$ cat src/rtl/sha256_msg_sched_ctrl.sv
// SHA-256 message scheduler control: loads one padded 512-bit block from a byte
// memory, then streams W[t]/K[t] to the compression core over a valid/ready handshake.
module sha256_msg_sched_ctrl #(
  parameter int unsigned MAX_MESSAGE_LENGTH = 55,
  parameter int unsigned NUMBER_OF_Ks       = 64
) (
  input  logic        clk,
  input  logic        reset,
  input  logic        xxx__dut__go,
  input  logic [6:0]  xxx__dut__msg_length,
  output logic [5:0]  dut__msg__address,
  output logic        dut__msg__enable,
  output logic        dut__msg__write,
  input  logic [7:0]  msg__dut__data,
  output logic [5:0]  dut__kmem__address,
  output logic        dut__kmem__enable,
  output logic        dut__kmem__write,
  input  logic [31:0] kmem__dut__data,
  output logic [31:0] sched__core__w,
  output logic [31:0] sched__core__k,
  output logic [5:0]  sched__core__round,
  output logic        sched__core__valid,
  input  logic        core__sched__ready,
  output logic        sched__xxx__done
);

  localparam int unsigned WIN_DEPTH = 16;
  localparam logic [6:0]  MAX_LEN    = 7'(MAX_MESSAGE_LENGTH);
  localparam logic [5:0]  LAST_ROUND = 6'(NUMBER_OF_Ks - 1);
  localparam logic [5:0]  LAST_BYTE  = 6'd63;

  typedef enum logic [2:0] {
    IDLE,
    LOAD,
    FETCH,
    PRESENT,
    DONE
  } state_e;

  state_e      state_q, state_d;
  logic [6:0]  len_q, len_d;
  logic [5:0]  b_q, b_d;
  logic [5:0]  t_q, t_d;
  logic [31:0] win_q [WIN_DEPTH];
  logic [31:0] win_d [WIN_DEPTH];
  logic [31:0] w_q, w_d;
  logic [31:0] k_q, k_d;
  logic [5:0]  round_q, round_d;
  logic        valid_q, valid_d;
  logic        done_q, done_d;
  logic [5:0]  msg_addr_q, msg_addr_d;
  logic        msg_en_q, msg_en_d;
  logic [5:0]  kmem_addr_q, kmem_addr_d;
  logic        kmem_en_q, kmem_en_d;

  logic [6:0]  len_clamp;
  logic [5:0]  next_b;
  logic [15:0] len_bits;
  logic [7:0]  byte_val;
  logic [31:0] w_next;

  function automatic logic [31:0] ssig0(input logic [31:0] x);
    return {x[6:0], x[31:7]} ^ {x[17:0], x[31:18]} ^ (x >> 3);
  endfunction

  function automatic logic [31:0] ssig1(input logic [31:0] x);
    return {x[16:0], x[31:17]} ^ {x[18:0], x[31:19]} ^ (x >> 10);
  endfunction

  // Next-state, datapath and registered-output decode
  always_comb begin
    state_d     = state_q;
    len_d       = len_q;
    b_d         = b_q;
    t_d         = t_q;
    win_d       = win_q;
    w_d         = w_q;
    k_d         = k_q;
    round_d     = round_q;
    valid_d     = valid_q;
    done_d      = 1'b0;
    msg_addr_d  = '0;
    msg_en_d    = 1'b0;
    kmem_addr_d = '0;
    kmem_en_d   = 1'b0;

    len_clamp = (xxx__dut__msg_length > MAX_LEN) ? MAX_LEN : xxx__dut__msg_length;
    next_b    = b_q + 6'd1;
    len_bits  = {6'b0, len_q, 3'b0};

    // Block byte b: message data while b < len, then 0x80, zeros, 16-bit bit length
    if ({1'b0, b_q} < len_q) begin
      byte_val = msg__dut__data;
    end else if ({1'b0, b_q} == len_q) begin
      byte_val = 8'h80;
    end else if (b_q == 6'd62) begin
      byte_val = len_bits[15:8];
    end else if (b_q == LAST_BYTE) begin
      byte_val = len_bits[7:0];
    end else begin
      byte_val = 8'h00;
    end

    // Window holds W[t-16..t-1] once sixteen rounds have shifted through
    if (t_q < 6'd16) begin
      w_next = win_q[0];
    end else begin
      w_next = ssig1(win_q[14]) + win_q[9] + ssig0(win_q[1]) + win_q[0];
    end

    unique case (state_q)
      IDLE: begin
        if (xxx__dut__go) begin
          state_d  = LOAD;
          len_d    = len_clamp;
          b_d      = '0;
          t_d      = '0;
          msg_en_d = (len_clamp != 7'd0);
        end
      end
      LOAD: begin
        unique case (b_q[1:0])
          2'd0: win_d[b_q[5:2]][31:24] = byte_val;
          2'd1: win_d[b_q[5:2]][23:16] = byte_val;
          2'd2: win_d[b_q[5:2]][15:8]  = byte_val;
          default: win_d[b_q[5:2]][7:0] = byte_val;
        endcase
        if (b_q == LAST_BYTE) begin
          state_d   = FETCH;
          t_d       = '0;
          kmem_en_d = 1'b1;
        end else begin
          b_d      = next_b;
          msg_en_d = ({1'b0, next_b} < len_q);
          if ({1'b0, next_b} < len_q) begin
            msg_addr_d = next_b;
          end
        end
      end
      FETCH: begin
        state_d = PRESENT;
        w_d     = w_next;
        k_d     = kmem__dut__data;
        round_d = t_q;
        valid_d = 1'b1;
      end
      PRESENT: begin
        if (core__sched__ready) begin
          for (int unsigned i = 0; i < WIN_DEPTH - 1; i++) begin
            win_d[4'(i)] = win_q[4'(i + 1)];
          end
          win_d[WIN_DEPTH - 1] = w_q;
          valid_d = 1'b0;
          if (t_q == LAST_ROUND) begin
            state_d = DONE;
            done_d  = 1'b1;
          end else begin
            state_d     = FETCH;
            t_d         = t_q + 6'd1;
            kmem_en_d   = 1'b1;
            kmem_addr_d = t_q + 6'd1;
          end
        end
      end
      DONE: begin
        state_d = IDLE;
      end
      default: begin
        state_d = IDLE;
      end
    endcase
  end

  always_ff @(posedge clk) begin
    if (reset) begin
      state_q     <= IDLE;
      len_q       <= '0;
      b_q         <= '0;
      t_q         <= '0;
      for (int unsigned i = 0; i < WIN_DEPTH; i++) begin
        win_q[4'(i)] <= '0;
      end
      w_q         <= '0;
      k_q         <= '0;
      round_q     <= '0;
      valid_q     <= 1'b0;
      done_q      <= 1'b0;
      msg_addr_q  <= '0;
      msg_en_q    <= 1'b0;
      kmem_addr_q <= '0;
      kmem_en_q   <= 1'b0;
    end else begin
      state_q     <= state_d;
      len_q       <= len_d;
      b_q         <= b_d;
      t_q         <= t_d;
      win_q       <= win_d;
      w_q         <= w_d;
      k_q         <= k_d;
      round_q     <= round_d;
      valid_q     <= valid_d;
      done_q      <= done_d;
      msg_addr_q  <= msg_addr_d;
      msg_en_q    <= msg_en_d;
      kmem_addr_q <= kmem_addr_d;
      kmem_en_q   <= kmem_en_d;
    end
  end

  assign dut__msg__address  = msg_addr_q;
  assign dut__msg__enable   = msg_en_q;
  assign dut__msg__write    = 1'b0;
  assign dut__kmem__address = kmem_addr_q;
  assign dut__kmem__enable  = kmem_en_q;
  assign dut__kmem__write   = 1'b0;
  assign sched__core__w     = w_q;
  assign sched__core__k     = k_q;
  assign sched__core__round = round_q;
  assign sched__core__valid = valid_q;
  assign sched__xxx__done   = done_q;

endmodule

$ cat config.mk
export PLATFORM = sky130hd
export DESIGN_NAME = sha256_msg_sched_ctrl
export DESIGN_NICKNAME = d
export VERILOG_FILES = /design/src/rtl/sha256_msg_sched_ctrl.sv
export SDC_FILE = /design/constraint.sdc
export NUM_CORES = 2
export LEC_CHECK = 0
export BUFFER_PORTS_ARGS = -buffer_cell sky130_fd_sc_hd__buf_2
export CAP_MARGIN = 20
export CORE_UTILIZATION = 30
export CTS_BUF_LIST = sky130_fd_sc_hd__clkbuf_8
export CTS_CLUSTER_DIAMETER = 80
export DETAILED_ROUTE_END_ITERATION = 16
export GPL_ROUTABILITY_DRIVEN = 0
export MAX_ROUTING_LAYER = met4
export PLACE_DENSITY = 0.44
export SYNTH_ARGS = -nofsm -noshare
export SYNTH_HDL_FRONTEND = slang
export SYNTH_SLANG_ARGS = --single-unit
export TNS_END_PERCENT = 30
$ cat constraint.sdc
create_clock -name clk -period 4.65 [get_ports clk]
set_clock_uncertainty 0.2 [all_clocks]
set_input_delay 0.2325 -clock clk [delete_from_list [all_inputs] [get_ports clk]]
set_output_delay 0.2325 -clock clk [all_outputs]
set_load 0.005 [all_outputs]
==> reports/metrics.cfg <==
[power]
net-switching-power_mw = 4.92
leakage_nw = 13.8
peakVddDrop_uv = 209
switching_share_pct = 34.2
p_per_area_nw_per_um2 = 387
p_int_mw = 9.46
seq_power_share_pct = 40.7
total_power_mw = 14.4
clkPwrFrac_pct = 37.8
comb_power_share_pct = 21.5

[layout]
syn2layout_area_growth_pct = 17.3
fin_cells = 5342
n_fill_cell = 11000
finalNetCount = 4031
layout-drive-gt1-share_pct = 12.7

[sta]
finalSetupViolations = 0
worst_slack_ns = 0.136
finalCritPeriodShare_pct = 97.1
hold_viol = 0
rsz0062_at_grt = yes
timing.hold.ws_ns = 0.104
slew_headroom_pct = 18.4
worstMarginPinSlew_ns = 1.22
fin_crit_ns = 4.51
fmax_ghz = 0.222
timing.final.max_slew_violations = 0

[yosys]
synth.distinct_cells = 73
yosys_register_bits = 620
yosysMostFrequentCell = dfxtp_1
synth_top_area_cell = dfxtp_1
synth_seq_area_share_pct = 39.1
yosysWarnings = 0
synthArstFlopShare_pct = 0
synthFlopType = dfxtp_1
syn_area_um2 = 31700
synth_commonest_cells = dfxtp_1 (620), nor2_1 (613), a222oi_1 (331)
synth_edf_count = 0
syn_avg_cell_area_um2 = 8.44
ys_top_cells_by_area = dfxtp_1 (39%), a222oi_1 (10%), nor2_1 (7.3%), fa_1 (3.9%), nor3_1 (3.4%)
synth_top_area_share_pct = 39.1
synthCells = 3757

[worst_hold_path]
min_to = win_q[353]
hold_depth = 5
hp-class = primary input to flop
min_from = msg__dut__data[1]

[critical_path]
crit_path_max_fanout = 8
r2r_cells = 14
reg2reg_from = win_q[38]
worstSetupPathType = flop to flop
crit_arrival_ns = 4.99
worst-endpoint-required_ns = 5.13
timing.rr.end = sched__core__w[27]
startpoint_type = flop
end_kind = flop
rrSetupSlack_ns = 0.14

[drt]
drt_first_pass_iters = 8
wl_per_cell_um = 26.0
via_count = 31400
drt_iter0_drc = 4641
vias_per_cell = 5.88
ant_nets = 0
drc = 0
routed_wl_mm = 139

[place]
dp_slack_ns = 0.187
dp_cells = 5047
io_buffers = 136
hpwl_mm = 94.4

[floorplan]
dieArea_um2 = 107000
rows = 118
num_io_pins = 139
initial_utilization_pct = 30.4
core_area_um2 = 104000
die_h_um = 327
die_x_um = 327

[clocking]
root_buffer = clkbuf_8
cts-buffers-inserted = 115
ctsHtreeMaxLevel = 3
clkTransAtPathRegs_ns = 0.06
clock_sinks = 620
cts_tree = built
cts_buffer_depth = 3
clk_latency_ns = 0.81

[flow_run]
drv_cap = 0

[global_route]
track_usage_pct = 25.9
grt.overflow.total = 0
grt_pass1_vias = 30000
grt_max_degree = 212
antenna_found_initial = 2
grt_pass1_wl_mm = 205

[status]
status = finished clean

==> metrics by stage <==
step	area [um2]	setup TNS, ns	util, %
detailed placement	34000	0	32.6
global route	37200	-0.00212	35.7
finish	37200	0	35.7
CTS	37100	0	35.6
global placement	34000	0	32.6
floorplan	31700	0	-
==> kinds of logic after synthesis <==
kind of cell,share of synthesized area (%)
compound gates,25.2
xor+xnor,3.98
fa+ha+maj,5.81
buf+inv,6.63
flops,39.1
mux,0.130
other cells,0.0118
simple gates,19.1
==> worst max-delay path, cell delays in order, from the launching register on <==
cell and delay [ns]:
dfxtp_1 0.53, xor2_1 0.32, xnor2_1 0.12, fa_1 0.40, fa_1 0.51, inv_1 0.04
ha_1 0.38, a21o_1 0.23, o21bai_1 0.19, or2_1 0.27, a211oi_1 0.30, buf_4 0.19
o31a_1 0.14, mux2_2 0.32, or2_1 0.22
==> power by group through the flow <==
| stage | Combinational [mW] | Sequential, mW | Clock [mW] |
|---|---|---|---|
| 4_1_cts | 3.06 | 5.85 | 5.56 |
| 3_3_place_gp | 2.99 | 5.96 | 0 |
| 3_5_place_dp | 2.99 | 5.96 | 0 |
| 2_1_floorplan | 1.98 | 5.83 | 0 |
| 6_report | 3.09 | 5.86 | 5.44 |
| 5_1_grt | 3.38 | 5.88 | 5.81 |
==> cell type report <==
type	count	area, um2	area share (%)
Multi-Input combinational cell	2620	17400	46.7
Sequential cell	620	12400	33.4
Timing Repair Buffer	370	2830	7.59
Clock buffer	141	1940	5.21
Tap cell	1380	1730	4.64
Inverter	143	537	1.44
Clock inverter	64	385	1.04
Antenna cell	4	10.0	0.0269
==> repair_timing <==
item,CTS,global route
hold buffers,86,0
buffers inserted,0,0
gates resized for setup,0,10
setup endpoints to repair,0,4
endpoints found under the hold margin,199,0
==> state kept, by name (all words and copies together) (netlist names) <==
register and flops:
dut__kmem__enable 1, b_q 6, t_q 6, sched__core__round 6
dut__msg__enable 1, win_q 512, len_q 7, dut__kmem__address 6
sched__core__w 32, sched__core__k 32, dut__msg__address 6, sched__xxx__done 1
sched__core__valid 1, state_q 3
==> layout by cell type, fill, tap and decap left out, types with 9 or more instances in the layout <==
cell           count
dfxtp_1          619
nor2_1           611
a222oi_1         331
nand2_1          250
nor3_1           213
a21oi_1          208
inv_1            180
clkbuf_8         141
buf_2            135
buf_4            135
a221oi_1         110
nor4_1            91
dlygate4sd3_1     86
xnor2_1           85
a221o_1           68
fa_1              62
xor2_1            59
o21ai_0           48
ha_1              48
nand2b_1          39
o211ai_1          36
o21ai_1           36
nand3_1           33
and3_1            30
a211oi_1          26
and2_1            17
a21o_1            16
a31oi_1           16
o21a_1            15
clkinv_2          15
a21oi_2           13
buf_12            13
a2111oi_0         12
a21boi_0          10
nand4_1           10
nor2b_1            9
==> how the worst max path moves through the flow <==
stage               from            endpoint  slack (ns)  cells past startpoint
2_1_floorplan  win_q[50]  sched__core__w[27]        0.40                     16
3_3_place_gp   win_q[50]  sched__core__w[27]        0.15                     16
3_5_place_dp   win_q[50]  sched__core__w[21]        0.19                     16
4_1_cts        win_q[50]  sched__core__w[21]        0.04                     16
5_1_grt        win_q[50]  sched__core__w[27]      -0.002                     16
6_report       win_q[38]  sched__core__w[27]        0.14                     14
==> metal layers <==
layer	wire length [um]	global-route usage (%)	vias up	share of wire, %
met5	0	-	-	0
met3	9250	4.18	220	6.7
met4	4570	8.47	0	3.3
li1	-	-	14300	-
met2	64400	40.6	1221	46
met1	60700	33.9	15600	44
No activity file was read; power rests on OpenSTA's default activity.
